File: src/rtl/jtoutrun_obj_scan.sv
// Per-line sprite table scanner: selects entries covering the render line and feeds them to the draw engine.
// Optional sprite-per-line cap enabled by defining JTOUTRUN_OBJ_SCAN_LIMIT_EN.
module jtoutrun_obj_scan (
  input  logic        rst,
  input  logic        clk,
  input  logic        hstart,
  input  logic [8:0]  vrender,
  output logic [9:0]  tbl_addr,
  input  logic [15:0] tbl_dout,
  output logic        dr_start,
  input  logic        dr_busy,
  output logic [8:0]  dr_xpos,
  output logic [15:0] dr_offset,
  output logic [2:0]  dr_bank,
  output logic [1:0]  dr_prio,
  output logic        dr_shadow,
  output logic [6:0]  dr_pal,
  output logic [4:0]  dr_hzoom,
  output logic        dr_hflip,
  output logic        dr_backwd,
  output logic        scan_busy
);

  typedef enum logic [2:0] {IDLE, RD0, RD1, RDATTR, ISSUE, WAIT, NEXT} state_t;

  state_t      state_reg, state_next;
  logic [6:0]  entry_reg;
  logic [2:0]  word_reg;
  logic [8:0]  vline_reg;
  logic [8:0]  top_reg;
  logic [8:0]  line_reg;
  logic [15:0] base_reg;
  logic        guard_reg;
  logic        visible;
  logic        cap_hit;
  logic [15:0] prod_lo;

`ifdef JTOUTRUN_OBJ_SCAN_LIMIT_EN
  logic [5:0]  nstart_reg;
  assign cap_hit = (nstart_reg == 6'd32);
`else
  assign cap_hit = 1'b0;
`endif

  // RDATTR sub-step k issues word k+2 while word k+1 arrives on tbl_dout
  always_comb begin
    tbl_addr = {entry_reg, 3'd0};
    case (state_reg)
      RD1:     tbl_addr = {entry_reg, 3'd1};
      RDATTR:  tbl_addr = {entry_reg, word_reg + 3'd2};
      default: tbl_addr = {entry_reg, 3'd0};
    endcase
  end

  assign visible   = (top_reg <= vline_reg) && (vline_reg < tbl_dout[8:0]);
  assign prod_lo   = 16'($signed(tbl_dout) * $signed({1'b0, line_reg}));
  assign scan_busy = (state_reg != IDLE);

  always_comb begin
    state_next = state_reg;
    dr_start   = 1'b0;
    case (state_reg)
      IDLE:   state_next = IDLE;
      RD0:    state_next = RD1;
      RD1: begin
        if (tbl_dout[15])      state_next = IDLE;
        else if (tbl_dout[14]) state_next = NEXT;
        else                   state_next = RDATTR;
      end
      RDATTR: begin
        if (word_reg == 3'd0 && !visible) state_next = NEXT;
        else if (word_reg == 3'd4)        state_next = ISSUE;
      end
      ISSUE: begin
        if (!dr_busy) begin
          dr_start   = 1'b1;
          state_next = WAIT;
        end
      end
      WAIT: begin
        // busy from the engine lags the start pulse by a cycle
        if (!guard_reg && !dr_busy) state_next = cap_hit ? IDLE : NEXT;
      end
      NEXT:    state_next = (entry_reg == 7'd127) ? IDLE : RD0;
      default: state_next = IDLE;
    endcase
    if (hstart) begin
      state_next = RD0;
      dr_start   = 1'b0;
    end
  end

  always_ff @(posedge clk or posedge rst) begin
    if (rst) begin
      state_reg <= IDLE;
      entry_reg <= 7'd0;
      word_reg  <= 3'd0;
      vline_reg <= 9'd0;
      top_reg   <= 9'd0;
      line_reg  <= 9'd0;
      base_reg  <= 16'd0;
      guard_reg <= 1'b0;
      dr_xpos   <= 9'd0;
      dr_offset <= 16'd0;
      dr_bank   <= 3'd0;
      dr_prio   <= 2'd0;
      dr_shadow <= 1'b0;
      dr_pal    <= 7'd0;
      dr_hzoom  <= 5'd0;
      dr_hflip  <= 1'b0;
      dr_backwd <= 1'b0;
`ifdef JTOUTRUN_OBJ_SCAN_LIMIT_EN
      nstart_reg <= 6'd0;
`endif
    end else begin
      state_reg <= state_next;
      guard_reg <= dr_start;
      word_reg  <= (state_reg == RDATTR) ? word_reg + 3'd1 : 3'd0;
      if (hstart) begin
        vline_reg <= vrender;
        entry_reg <= 7'd0;
      end else if (state_reg == NEXT) begin
        entry_reg <= entry_reg + 7'd1;
      end
      if (state_reg == RD1) top_reg <= tbl_dout[8:0];
      if (state_reg == RDATTR) begin
        case (word_reg)
          3'd0: line_reg <= vline_reg - top_reg;
          3'd1: begin
            dr_xpos   <= tbl_dout[8:0];
            dr_hflip  <= tbl_dout[9];
            dr_backwd <= tbl_dout[10];
            dr_shadow <= tbl_dout[11];
            dr_prio   <= tbl_dout[13:12];
          end
          3'd2: base_reg  <= tbl_dout;
          3'd3: dr_offset <= base_reg + prod_lo;
          3'd4: begin
            dr_pal   <= tbl_dout[6:0];
            dr_bank  <= tbl_dout[10:8];
            dr_hzoom <= tbl_dout[15:11];
          end
          default: ;
        endcase
      end
`ifdef JTOUTRUN_OBJ_SCAN_LIMIT_EN
      if (hstart)        nstart_reg <= 6'd0;
      else if (dr_start) nstart_reg <= nstart_reg + 6'd1;
`endif
    end
  end

endmodule

File: config.mk
export PLATFORM = sky130hd
export DESIGN_NAME = jtoutrun_obj_scan
export DESIGN_NICKNAME = d
export VERILOG_FILES = /design/src/rtl/jtoutrun_obj_scan.sv
export SDC_FILE = /design/constraint.sdc
export NUM_CORES = 1
export LEC_CHECK = 0
export CAP_MARGIN = 20
export CORE_UTILIZATION = 30
export DETAILED_ROUTE_END_ITERATION = 10
export PLACE_DENSITY_LB_ADDON = 0.05
export SLEW_MARGIN = 0
export SYNTH_ARGS = -nofsm -noshare
export SYNTH_HDL_FRONTEND = slang
export SYNTH_SLANG_ARGS = --single-unit
File: constraint.sdc
create_clock -name clk -period 7.53 [get_ports clk]
set_input_delay 1.1295 -clock clk [delete_from_list [all_inputs] [get_ports clk]]
set_output_delay 1.1295 -clock clk [all_outputs]
set_load 0.005 [all_outputs]
==> results summary <==
The floorplan die width is 166 um. Setup repair after global routing left no endpoint under its margin. In this run, synthesis produced a sequential element count of between 100 and 150.

The global routing met3 resource utilization came out at about 2.5%. The flow ran to the end, but the final reports show violations. Measured along the y axis, the die boundary spans approximately 170 um. The met2 track utilization from global routing is between 20 and 30%. Row generation in the floorplan step produced 59 rows. The number of library cell types mapped by synthesis came out at about 50. Traced cell by cell, the critical path runs through clkdlybuf4s50_1 > and2_1 > fa_1 > inv_1 > fa_1 > inv_1 > fa_1 > fa_1 > inv_1 > fa_1 > inv_1 > ha_1 > a21o_1 > a21o_1 > a31o_2 > o211a_1 > o21ai_0 > mux2i_1 > nand2_1. The overall overflow remaining after global route came out at 0. Relative to the synthesized area, the layout overhead comes to 18.7%. The clock transition time at the flip-flop clock pins of the worst setup and hold paths came out at 0.09 ns. The CTS tree is yes. The area of all placed cells without fillers is between 9000 and 10,000 um2.

The max-cap check violation count came out at 0. Summing all placed instances gives a cell area of slightly above 9000 um2. The path depth of the worst reg2reg path is 17. The cell repeated most along the worst path is sky130_fd_sc_hd__fa_1. The final sum of negative setup slack is 0 ns. The routing usage on met1 is around a fifth. The clock latency on the worst-skew pair came out at around 0.36 ns. Clock tree synthesis found a total of a little over 100 sinks. The level count of the clock H-tree is 3.

The path with the worst hold slack has its endpoint at dr_offset[10]. The via count of the first global-routing pass came out at a little over 6,000. The via count normalized by instance count is between 4 and 5. The share of cells above drive strength 1 came out at 7.68%.

The longest clock path from root to sink contains 2 buffers. Along the worst path, the maximum fanout reaches 12. The achievable frequency is 0.164 GHz. The number of design rule violations left after detail routing is 3. The aggregate global-route resource usage came out at between 10% and 20%. STA puts the critical path data required time at ~7.8 ns. Summed over all layers, the routed wires come to just over 20 mm.

The arrival time of the worst setup path is about 6.4 ns. The remaining number of nets flagged by the antenna check after routing is 0. The global routing stage identified its most utilized layer as met2.

The final reports fail on DRC. After filler insertion, the fill cell instance count of the layout stands at between 2,000 and 3,000. In this run, CTS created clock tree buffers numbering 9. The endpoint class of the critical path is a flip-flop. In this run the clock root is driven by a sky130_fd_sc_hd__clkbuf_16. The worst hold path begins at dr_offset[10].

The fraction of registers with async set or reset after synthesis came out at 100%. The congestion estimate from routability-driven global placement came to just over 0.8. The pin count of the biggest net entering global routing is just under 70.

By instance count, the leading cell after synthesis is sky130_fd_sc_hd__nand2_1. The area of the placeable core came out at 26,200 um2. The setup skew after layout came out at just over 0.01 ns.

The path class of the tightest hold or removal check is reg -> reg. The final period utilization is between 80% and 90%. The worst register-to-register path ends at dr_offset[13]. The number of DRC markers after the initial detailed-route iteration came out at ~270. The final hold slack came out at about 0.48 ns. STA classifies the critical path startpoint as an input pin.

The floorplan step defined a die boundary enclosing approximately 28,000 um2. Buffers inserted to repair hold after CTS numbered 0. The pre-antenna-repair detailed-routing pass consisted of 7 iterations. The headroom to the max-slew limit is roughly 34%.

The final period demand of the worst path is 6.11 ns. The count of input and output buffers came out at between 80 and 90. The area of the mapped netlist came out at approximately 8100 um2. The worst hold path cell count came out at 2. The number of nets handed over by synthesis was approximately 1,000. The flop-to-flop setup slack came out at about 2.3 ns. The final antenna diode count came out at 0. The number of primary I/O pins is 86.

The multi-input gate area in the final layout is 4950 um2. Yosys attributes the largest share of cell area to sky130_fd_sc_hd__dfrtp_1 (32%), sky130_fd_sc_hd__fa_1 (20%), sky130_fd_sc_hd__ha_1 (9.8%). The storage element area is roughly 2600 um2. The mean routed wirelength per cell came out at 16.4 um. The number of synthesized flops with an enable pin is 0. The starting density of the core is 30.8%. The core occupancy in the finished layout is a little over a third. The transition at the pin with the smallest max-transition slack came out at between 0.9 and 1 ns.

The count of final setup violators came out at 0. By count the netlist is led by sky130_fd_sc_hd__nand2_1 (128), sky130_fd_sc_hd__inv_1 (120), sky130_fd_sc_hd__dfrtp_1 (102). The origin of the critical flop-to-flop path is line_reg[1]. The max-slew violation total from the final report came out at 0. The initial antenna violation count is 0. The critical path is of the in -> reg type.

The synthesized design spends more area on one cell type than any other, namely sky130_fd_sc_hd__dfrtp_1. The routed layout has about 5,700 vias. The highest-delay cell along the critical path is sky130_fd_sc_hd__clkdlybuf4s50_1. The final hold violation count came to 0. The mean instance size in the synthesized netlist came out at 9.79 um2. The share of synthesized area occupied by flip-flops and latches came out at approximately a third. The detailed placer's ending HPWL came out at about 15 mm. The wire length of the first global-routing pass came out at about 33 mm. The total setup buffers inserted after CTS came out at 0.

The dominant register cell in the synthesized netlist is sky130_fd_sc_hd__dfrtp_1. The Yosys step of the flow raised 0 warnings. The number of instances resized during post-cts repair came out at 0. The cell count after synthesis came out at roughly 830.

The delay of the slowest cell on the worst path is roughly 0.66 ns. The share of synthesized area in the top cell type comes to about a third. In the final design database the tool counted roughly 1,100 nets.
worst max-delay path: cells and delay by family:
family | cells | cell delay, ns
AOI/OAI and AO/OA | 5 | 0.91
buffers and inverters | 5 | 0.85
adders and majority gates | 6 | 2.88
and+or+nand+nor | 2 | 0.37
muxes | 1 | 0.21
metal layers:
layer	vias up	share of wire, %
met5	-	0
met1	2820	47
met3	21	3.4
met2	110	47
li1	2769	-
met4	0	1.8
cells in the final DEF (no fill, tap or decap), types with 2 or more instances in the layout:
| master | instances |
|---|---|
| sky130_fd_sc_hd__inv_8 | 2 |
| sky130_fd_sc_hd__nor3b_1 | 2 |
| sky130_fd_sc_hd__nor2_1 | 21 |
| sky130_fd_sc_hd__xnor2_1 | 22 |
| sky130_fd_sc_hd__xor2_1 | 15 |
| sky130_fd_sc_hd__nand2b_1 | 5 |
| sky130_fd_sc_hd__o21a_1 | 3 |
| sky130_fd_sc_hd__clkbuf_16 | 9 |
| sky130_fd_sc_hd__and3_1 | 2 |
| sky130_fd_sc_hd__nor2b_1 | 6 |
| sky130_fd_sc_hd__buf_4 | 4 |
| sky130_fd_sc_hd__dfrtp_1 | 102 |
| sky130_fd_sc_hd__o21ai_0 | 57 |
| sky130_fd_sc_hd__or2_2 | 2 |
| sky130_fd_sc_hd__nor3_1 | 5 |
| sky130_fd_sc_hd__a211oi_1 | 3 |
| sky130_fd_sc_hd__clkinv_8 | 2 |
| sky130_fd_sc_hd__inv_1 | 119 |
| sky130_fd_sc_hd__ha_1 | 63 |
| sky130_fd_sc_hd__nand3_1 | 7 |
| sky130_fd_sc_hd__a21o_1 | 12 |
| sky130_fd_sc_hd__clkdlybuf4s50_1 | 85 |
| sky130_fd_sc_hd__a21oi_1 | 21 |
| sky130_fd_sc_hd__mux2_2 | 41 |
| sky130_fd_sc_hd__o211ai_1 | 2 |
| sky130_fd_sc_hd__and2_1 | 41 |
| sky130_fd_sc_hd__nor4_1 | 2 |
| sky130_fd_sc_hd__nand2_1 | 128 |
| sky130_fd_sc_hd__fa_1 | 79 |
| sky130_fd_sc_hd__or3_1 | 5 |
| sky130_fd_sc_hd__nand4_1 | 4 |
cells by family (layout without fill, tap and decap cells):
logic type | count (synthesis) | count (layout) | synth area share, %
adder cells (fa/ha/maj) | 142 | 142 | 29.3
XOR/XNOR | 37 | 37 | 4.01
multiplexers | 42 | 42 | 5.84
AO/OA/AOI/OAI | 116 | 116 | 8.64
AND/OR/NAND/NOR | 234 | 234 | 13.5
buffers and inverters | 152 | 225 | 7.08
flip-flops | 102 | 102 | 31.6
worst max-delay path by stage:
stage / startpoint / endpoint / slack [ns] / depth (start not counted)
4_1_cts: tbl_dout[4] / dr_offset[13] / 1.39 / 19
6_report: tbl_dout[4] / dr_offset[13] / 1.42 / 19
5_1_grt: tbl_dout[4] / dr_offset[15] / 1.16 / 19
3_3_place_gp: tbl_dout[4] / dr_offset[13] / 1.06 / 19
2_1_floorplan: tbl_dout[3] / dr_offset[13] / 1.78 / 19
3_5_place_dp: tbl_dout[4] / dr_offset[13] / 1.0 / 19
stage by stage:
step | std cells | setup slack, ns
detailed placement | 1217 | 0.996
finish | 1233 | 1.42
CTS | 1233 | 1.39
global placement | 1217 | 1.06
global route | 1233 | 1.16
floorplan | 825 | 1.78
cell type report:
type	instances	share of cell area, %
Sequential cell	102	26.6
Tap cell	335	4.37
Multi-Input combinational cell	571	51.7
Inverter	120	4.73
Clock buffer	9	2.35
Clock inverter	7	1.07
Timing Repair Buffer	89	9.19
Power is not shown: default switching activity piles up to over one toggle a cycle in this logic, so the estimate is an artifact.
